### config.mk
export PLATFORM = sky130hd
export DESIGN_NAME = sc_phase_gen
export DESIGN_NICKNAME = d
export VERILOG_FILES = /design/src/rtl/sc_phase_gen.sv
export SDC_FILE = /design/constraint.sdc
export NUM_CORES = 1
export LEC_CHECK = 0
export CAP_MARGIN = 15
export CELL_PAD_IN_SITES_DETAIL_PLACEMENT = 1
export CELL_PAD_IN_SITES_GLOBAL_PLACEMENT = 1
export CORE_MARGIN = 4
export CORE_UTILIZATION = 42
export DETAILED_ROUTE_END_ITERATION = 8
export PLACE_DENSITY = 0.87
export SYNTH_ARGS = -nofsm -noshare
export SYNTH_HDL_FRONTEND = slang
export SYNTH_SLANG_ARGS = --single-unit
### constraint.sdc
create_clock -name clk -period 3 [get_ports clk]
set_clock_uncertainty 0.1 [all_clocks]
set_input_delay 0.45 -clock clk [delete_from_list [all_inputs] [get_ports clk]]
set_output_delay 0.45 -clock clk [all_outputs]
set_load 0.05 [all_outputs]
### src/rtl/sc_phase_gen.sv
// Non-overlapping two-phase switch-clock generator for the switched-capacitor filter.
// One-hot FSM whose PHI1/PHI2 flops drive the switch gates directly.
module sc_phase_gen #(
  parameter int unsigned CNT_W  = 8,
  parameter int unsigned PCNT_W = 16
) (
  input  logic              clk,
  input  logic              rstn,
  input  logic              en,
  input  logic [CNT_W-1:0]  ph_width,
  input  logic [CNT_W-1:0]  dead_width,
  output logic              phi1,
  output logic              phi2,
  output logic              busy,
  output logic              sample_strb,
  output logic [PCNT_W-1:0] period_cnt
);

  typedef enum logic [4:0] {
    S_IDLE  = 5'b00001,
    S_PHI1  = 5'b00010,
    S_DEAD1 = 5'b00100,
    S_PHI2  = 5'b01000,
    S_DEAD2 = 5'b10000
  } state_e;

  state_e              state_q, state_d;
  logic [CNT_W-1:0]    cnt_q, cnt_d;
  logic [CNT_W-1:0]    w_q, w_d;
  logic [CNT_W-1:0]    d_q, d_d;
  logic [PCNT_W-1:0]   pcnt_q, pcnt_d;
  logic                strb_q, strb_d;
  logic                busy_q, busy_d;
  logic                en_q;
  logic [CNT_W-1:0]    ph_cl, dd_cl;
  logic                last;

  function automatic logic [CNT_W-1:0] clamp1(input logic [CNT_W-1:0] v);
    return (v == '0) ? CNT_W'(1) : v;
  endfunction

  // Next-state, counter reload and config latch
  always_comb begin
    state_d = state_q;
    cnt_d   = cnt_q;
    w_d     = w_q;
    d_d     = d_q;
    pcnt_d  = pcnt_q;
    strb_d  = 1'b0;
    ph_cl   = clamp1(ph_width);
    dd_cl   = clamp1(dead_width);
    last    = (cnt_q == '0);
    if (!last) cnt_d = cnt_q - CNT_W'(1);

    unique case (state_q)
      S_IDLE: begin
        if (en_q) begin
          state_d = S_PHI1;
          w_d     = ph_cl;
          d_d     = dd_cl;
          cnt_d   = ph_cl - CNT_W'(1);
        end
      end
      S_PHI1: begin
        if (last) begin
          state_d = S_DEAD1;
          cnt_d   = d_q - CNT_W'(1);
        end
      end
      S_DEAD1: begin
        if (last) begin
          state_d = S_PHI2;
          cnt_d   = w_q - CNT_W'(1);
        end
      end
      S_PHI2: begin
        if (last) begin
          state_d = S_DEAD2;
          cnt_d   = d_q - CNT_W'(1);
          strb_d  = 1'b1;
        end
      end
      S_DEAD2: begin
        // en only matters here; the running period always completes
        if (last) begin
          pcnt_d = pcnt_q + PCNT_W'(1);
          if (en) begin
            state_d = S_PHI1;
            w_d     = ph_cl;
            d_d     = dd_cl;
            cnt_d   = ph_cl - CNT_W'(1);
          end else begin
            state_d = S_IDLE;
            cnt_d   = '0;
          end
        end
      end
      default: begin
        state_d = S_IDLE;
        cnt_d   = '0;
      end
    endcase

    busy_d = (state_d != S_IDLE);
  end

  always_ff @(posedge clk or negedge rstn) begin
    if (!rstn) begin
      state_q <= S_IDLE;
      cnt_q   <= '0;
      w_q     <= CNT_W'(1);
      d_q     <= CNT_W'(1);
      pcnt_q  <= '0;
      strb_q  <= 1'b0;
      busy_q  <= 1'b0;
      en_q    <= 1'b0;
    end else begin
      state_q <= state_d;
      cnt_q   <= cnt_d;
      w_q     <= w_d;
      d_q     <= d_d;
      pcnt_q  <= pcnt_d;
      strb_q  <= strb_d;
      busy_q  <= busy_d;
      en_q    <= en;
    end
  end

  assign phi1        = state_q[1];
  assign phi2        = state_q[3];
  assign busy        = busy_q;
  assign sample_strb = strb_q;
  assign period_cnt  = pcnt_q;

endmodule

==> metrics.md, run 1 <==
| Metric | Value |
|---|---|
| Core footprint | `0.006422 sq mm` |
| GPL Wtd Cong | `0.7748` |
| Buf+Inv Stages, Crit Path | `1` |
| Outcome | `finished, final reports clean` |
| CTS tree | `yes` |
| Worst path top cell family by delay | `buffers and inverters` |
| Synth Area in Adders | `0.02232` |
| Cts bufs inserted | `5` |
| Max stage delay cell, worst path | `clkdlybuf4s50_1` |
| # placed instances | `389` |
| Wire length on met1 | `3.099 mm` |
| Placed cell area | `0.003234 sq mm` |
| Worst-path fanout max | `15` |
| Syn Area/Cell | `9.974 sq um` |
| Initial core utilization | `0.4364` |
| Clock power share | `0.157` |
| Vias | `2298` |
| FP Rows | `29` |
| Min Tclk post-route | `2470 ps` |
| Post-synthesis sequential area ratio | `0.4299` |
| Reg power frac | `0.406` |
| Overflow after GRT | `0` |
| Cells along the critical path | `clkdlybuf4s50_1` |
| Crit path largest cell delay | `920 ps` |
| WL met3 | `231 microns` |
| Final Max Slew Viols | `0` |
| Worst vdd ir | `411.8 uV` |
| Met2 WL post-DR | `3.493 mm` |
| Initial antenna violation count | `0` |
| Post-Route WL | `6.981 mm` |
| # H-tree levels | `2` |
| Wire per inst | `17.54 microns` |
| WP data required | `2450 ps` |
| Switch share | `0.4128` |
| Worst hold path type | `input port to async pin` |
| Number of port buffers | `38` |
| Area share of and/or/nand/nor cells after synthesis | `0.2241` |
| Non-filler cells, final | `398` |
| Slew @ Worst Pin | `574.4 ps` |
| Starting DRT DRC Count | `92` |
| Ys async rst share | `1.000` |
| Max clock buf depth | `2` |
| Post-synthesis compound-gate area fraction | `0.1152` |
| Io pins | `39` |
| Final Power | `2.685 mW` |
| Pre-antenna DRT Iters | `4` |
| Final period utilization | `0.8233` |
| DP Worst Slack | `267.3 ps` |
| Ys Warns | `0` |
| ANT cells | `0` |
| Vias in the first global route | `2388` |
| Die Area | `0.008044 sq mm` |
| Global-route wire length before repair | `11.59 mm` |
| Main combinational cell family by area after synthesis | `simple AND/OR/NAND/NOR gates` |
| Clock transition at path regs | `100 ps` |
| Count of cell types in the netlist | `57` |
| Psw | `1.108 mW` |
| Number of enable flip-flop cells after synthesis | `0` |
| Hold Vio Cnt, Final | `0` |
| Startpoint Class | `flop` |
| Mux cell area share after synthesis | `0.06339` |
| Logic pwr share | `0.438` |
| Critical Path AT | `1920 ps` |
| P_leak | `1.383 nW` |
| Post-Syn Area | `0.002803 sq mm` |
| P&R area growth vs syn | `19.82%` |
| Syn nets | `305` |
| FMAX | `404.9 MHz` |
| Post-DP HPWL | `5.088 mm` |
| Design area | `0.003358 sq mm` |
| Post-CTS setup buffers | `0` |
| Post-Synthesis Cells | `281` |
| Pin count of the biggest net entering global routing | `49` |
| P_int | `1.576 mW` |
| CP Class | `flop to primary output` |
| #FFs+latches synth | `48` |
| Max_cap viols | `0` |
| Critical path depth | `1` |
| Final layout net count | `344` |
| Routed Antenna Nets | `0` |
| All-Layer GR Usage | `0.1860` |
| Setup slack after layout | `530.1 ps` |
| Post-cts resize count | `0` |
| Setup TNS | `0 ps` |
| Clock Latency Late Sink | `310 ps` |
| Die width | `89.69 microns` |
| Final setup fails | `0` |
| PD cells | `799.5 mW/mm^2` |
| Crit path capture type | `primary output` |
| Vias per inst | `5.774` |
| Root buffer cell | `clkbuf_8` |
| Synth Area in XOR/XNOR | `0.1094` |
| RSZ-0062 raised after global routing | `no` |
| R2R depth | `5` |
| DRC viols | `0` |
| Clock sinks | `48` |
| CTS Hold Bufs | `0` |
| Main flop type after synthesis | `dfrtp_1` |
| Die Y | `89.69 microns` |
| Layout cells sized above 1 | `0.1402` |
| Max-slew headroom | `0.6171` |
| DR top layer | `met4` |
-- worst paths after layout --
path	endpoint	from	slack [ps]
setup / recovery	phi1	state_q[1]	530
hold / removal	busy	rstn	20
setup reg to reg	cnt_q[6]	state_q[1]	670
hold reg to reg	period_cnt[15]	period_cnt[15]	370
max in group asynchronous	w_q[0]	rstn	2070
min in group clk	period_cnt[15]	period_cnt[15]	370
-- cell families (layout without fill, tap and decap cells) --
logic type / Yosys count / in the layout
buffers and inverters: 20 / 60
adder cells (fa/ha/maj): 5 / 5
flip-flops: 48 / 48
multiplexers: 16 / 16
AO/OA/AOI/OAI: 47 / 47
XOR/XNOR: 35 / 35
AND/OR/NAND/NOR: 110 / 110
-- placed cells by master, fill, tap and decap left out, drive strengths merged, types with 2 or more instances in the layout --
| cell type | count |
|---|---|
| dfrtp | 45 |
| clkdlybuf4s50 | 37 |
| nor2 | 28 |
| nand2 | 20 |
| xnor2 | 19 |
| xor2 | 16 |
| nor3 | 14 |
| mux2 | 14 |
| o21ai | 13 |
| inv | 11 |
| nand3 | 9 |
| o22ai | 8 |
| and3 | 8 |
| a21oi | 7 |
| or4 | 7 |
| clkbuf | 6 |
| nor4 | 6 |
| ha | 5 |
| or3 | 5 |
| buf | 5 |
| a221o | 3 |
| dfstp | 3 |
| a21boi | 3 |
| and2 | 3 |
| nand3b | 2 |
| a211oi | 2 |
| o221ai | 2 |
| nor3b | 2 |
| mux2i | 2 |
-- registers in the layout, summed over array words and instances (netlist names) --
signal	cells
cnt_q	8
w_q	8
state_q	5
d_q	8
busy	1
period_cnt	16
en_q	1
sample_strb	1
-- area by class of cell --
cell class / count / area [sq um]
multi-input cells: 213 / 1498
fillers: 720 / 3064
repair buffers: 42 / 425.4
well taps: 77 / 96.34
flip-flops and latches: 48 / 1205
clock inverters: 2 / 13.76
inverters: 10 / 37.54
clock buffers: 6 / 82.58
-- power groups by stage --
stage	Combinational (mW)	Sequential, mW	Clock, mW
3_3_place_gp	1.12	1.08	0
6_report	1.17	1.09	0.421
4_1_cts	1.18	1.09	0.433
2_1_floorplan	0.897	1.05	0
3_5_place_dp	1.15	1.10	0
5_1_grt	1.29	1.12	0.461
-- layer usage --
layer	global-route usage	up-vias
met3	0.02828	16
met2	0.3191	48
met5	0	-
met4	0.07713	0
met1	0.2329	1148
li1	-	1086
-- synthesized netlist by cell type, types with 3 or more instances --
| library cell | number | area [sq um] |
|---|---|---|
| dfrtp_1 | 45 | 1126 |
| nor2_1 | 26 | 97.59 |
| nand2_1 | 20 | 75.07 |
| xnor2_1 | 19 | 166.4 |
| xor2_1 | 16 | 140.1 |
| nor3_1 | 14 | 70.07 |
| mux2_2 | 13 | 146.4 |
| o21ai_0 | 11 | 55.05 |
| inv_1 | 10 | 37.54 |
| nand3_1 | 8 | 40.04 |
| o22ai_1 | 8 | 50.05 |
| a21oi_1 | 7 | 35.03 |
| and3_1 | 7 | 43.79 |
| buf_2 | 5 | 25.02 |
| ha_1 | 5 | 62.56 |
| nor4_1 | 4 | 25.02 |
| or3_1 | 4 | 25.02 |
| a221o_1 | 3 | 30.03 |
| dfstp_2 | 3 | 78.83 |
| or4_1 | 3 | 22.52 |
| or4_4 | 3 | 33.78 |
-- stage by stage --
stage	hold slack, ps	util
2_1_floorplan	54.41	-
3_3_place_gp	356.4	0.5036
3_5_place_dp	362.6	0.5036
4_1_cts	259.3	0.5186
5_1_grt	67.94	0.5229
6_report	22.78	0.5229
Note: power is estimated with default switching activity, not from simulation.
==> run 2, diff against run 1 <==
CORE_UTILIZATION = 38   (was 42)
PLACE_DENSITY = 0.83   (was 0.87)
clock period = 2.2 ns   (was 3 ns; I/O delays follow)
==> run 2 against run 1 <==
Net effect:
- clock power is 25% higher
- global-route usage shrank 1.1 points
- sequential power increased by 31%
- critical path depth is 5 higher
- routed wire length is 10% higher
- hold slack improved by 360 ps
- combinational power grew 66%
- register-to-register slack worse by 660 ps
- sequential share of layout area decreased by 2.7 points
- flip-flop and latch count is the same
- cell count increased by 13%
- largest power group unchanged
==> metrics.md, run 2 (same netlist as run 1, synthesis figures left out) <==
| Metric | Value |
|---|---|
| Pre-antenna DRT Iters | `4 (unchanged)` |
| Max clock buf depth | `2 (unchanged)` |
| Design area | `0.003645 sq mm (+8.5%)` |
| Pin count of the biggest net entering global routing | `49 (unchanged)` |
| Layout cells sized above 1 | `0.2365 (+0.09628)` |
| Max FFs per register | `16 (unchanged)` |
| Clock Latency Late Sink | `300 ps (about the same)` |
| Final Max Slew Viols | `0 (unchanged)` |
| Hold Vio Cnt, Final | `0 (unchanged)` |
| Slew @ Worst Pin | `522.9 ps (-51.53 ps)` |
| Crit path largest cell delay | `610 ps (-310 ps)` |
| CP Class | `flop to flop` |
| Worst hold path type | `flop to flop` |
| FP Rows | `31 (+6.9%)` |
| Wire per inst | `17.10 microns (-2.5%)` |
| Fin util | `0.5052 (-0.01769)` |
| Placed cell area | `0.003438 sq mm (+6.3%)` |
| Die Area | `0.008813 sq mm (+9.6%)` |
| Vias per inst | `5.367 (-7.1%)` |
| Die Y | `93.88 microns (+4.7%)` |
| Max stage delay cell, worst path | `dfstp_2` |
| All-Layer GR Usage | `0.1747 (-0.01127)` |
| Post-DP HPWL | `5.611 mm (+10%)` |
| RSZ-0062 raised after global routing | `yes` |
| Worst-path fanout max | `8 (-7)` |
| DRC viols | `0 (unchanged)` |
| Min Tclk post-route | `2188 ps` |
| Cells along the critical path | `buf_6, nand2_1, or4_4, o21ai_4, buf_12, mux2_2` |
| Number of fill cells in the layout | `841 (+17%)` |
| Number of port buffers | `38 (unchanged)` |
| Final period utilization | `0.9948` |
| Initial core utilization | `0.3885 (-0.04791)` |
| P&R area growth vs syn | `30.04%` |
| WP data required | `2280 ps (-170 ps)` |
| Commonest non-fill, non-tap cells in the layout | `dfrtp_1 (42), clkdlybuf4s50_1 (36), buf_4 (30)` |
| Clock sinks | `48 (unchanged)` |
| Core footprint | `0.007214 sq mm (+12%)` |
| Most common cell after layout, fill and taps aside | `dfrtp_1` |
| Vias | `2415 (+5.1%)` |
| Crit path capture type | `flop` |
| Setup TNS | `0 ps (unchanged)` |
| Global-route wire length before repair | `12.39 mm (+6.9%)` |
| Max_cap viols | `0 (unchanged)` |
| Cts bufs inserted | `5 (unchanged)` |
| Clock transition at path regs | `100 ps (about the same)` |
| FMAX | `456.9 MHz` |
| Critical Path AT | `2270 ps (+350 ps)` |
| Worst vdd ir | `450.1 uV (+9.3%)` |
| Outcome | `finished, final reports clean` |
| Starting DRT DRC Count | `140 (+52%)` |
| ANT cells | `0 (unchanged)` |
| # H-tree levels | `2 (unchanged)` |
| Final setup fails | `0 (unchanged)` |
| Startpoint Class | `flop` |
| GPL Wtd Cong | `0.8163 (+5.4%)` |
| Vias in the first global route | `2510 (+5.1%)` |
| Routed Antenna Nets | `0 (unchanged)` |
| Die width | `93.88 microns (+4.7%)` |
| Root buffer cell | `clkbuf_8` |
| DP Worst Slack | `-215.9 ps (-483.3 ps)` |
| Final layout net count | `374 (+8.7%)` |
| Max-slew headroom | `0.6503 (+0.03326)` |
| Final hold slack | `387.6 ps (+364.8 ps)` |
| PD cells | `1068 mW/mm^2 (+34%)` |
| P_leak | `1.526 nW (+10%)` |
| Initial antenna violation count | `0 (unchanged)` |
| Post-Route WL | `7.696 mm (+10%)` |
| Io pins | `39 (unchanged)` |
| Overflow after GRT | `0 (unchanged)` |
| Setup slack after layout | `11.54 ps (-518.6 ps)` |
| CTS tree | `yes` |
run 2: worst paths after layout:
check                      slack, ps  cells after the start           start              to
max                               10                      6      state_q[0]          d_q[2]
min                              390                      1  period_cnt[15]  period_cnt[15]
max reg2reg                       10                      6      state_q[0]          d_q[2]
min reg2reg                      390                      1  period_cnt[15]  period_cnt[15]
max in group asynchronous       1290                      3            rstn          w_q[0]
min in group asynchronous        440                      3            rstn            busy
run 2: stage by stage:
step / instances / total power, mW
finish: 450 / 3.893
global route: 450 / 4.171
CTS: 442 / 3.727
detailed placement: 433 / 3.185
global placement: 433 / 3.085
floorplan: 281 / 2.657
run 2: worst max-delay path: cells and delay by family (launching register included):
kind / cells / cell delay [ps]
buffers and inverters: 2 / 280
AOI/OAI and AO/OA: 1 / 110
muxes: 1 / 340
and+or+nand+nor: 2 / 630
DFF: 1 / 610
run 2: layer usage:
layer	wire [microns]	GRT usage	vias up
met3	137	0.02083	6
met5	0	0	-
met1	3512	0.2351	1235
li1	-	-	1145
met2	3971	0.2992	29
met4	74	0.04212	0
run 2: what timing repair did:
| item | CTS | global route |
|---|---|---|
| buffers inserted | 0 | 7 |
| endpoints found under the hold margin | 45 | 0 |
| hold buffers | 1 | 0 |
| setup endpoints to repair | 0 | 32 |
| resized for setup | 0 | 10 |
run 2: area by class of cell:
class	instances	area, sq um	area share
clock inverters	3	18.77	0.005149
multi-input cells	214	1535	0.4212
repair buffers	71	651.9	0.1789
flip-flops and latches	48	1209	0.3316
well taps	99	123.9	0.03399
inverters	10	37.54	0.01030
clock buffers	5	68.82	0.01888
run 2: where the power goes:
group | switching [mW] | total [mW] | internal [mW]
Combinational | 0.997 | 1.94 | 0.938
Clock | 0.303 | 0.525 | 0.222
Sequential | 0.286 | 1.43 | 1.15
==> run 3, diff against run 2 <==
CTS_CLUSTER_DIAMETER = 50   (was unset)
==> results of run 3 <==
Final layout, timing and power as in run 2 (identical DEF).
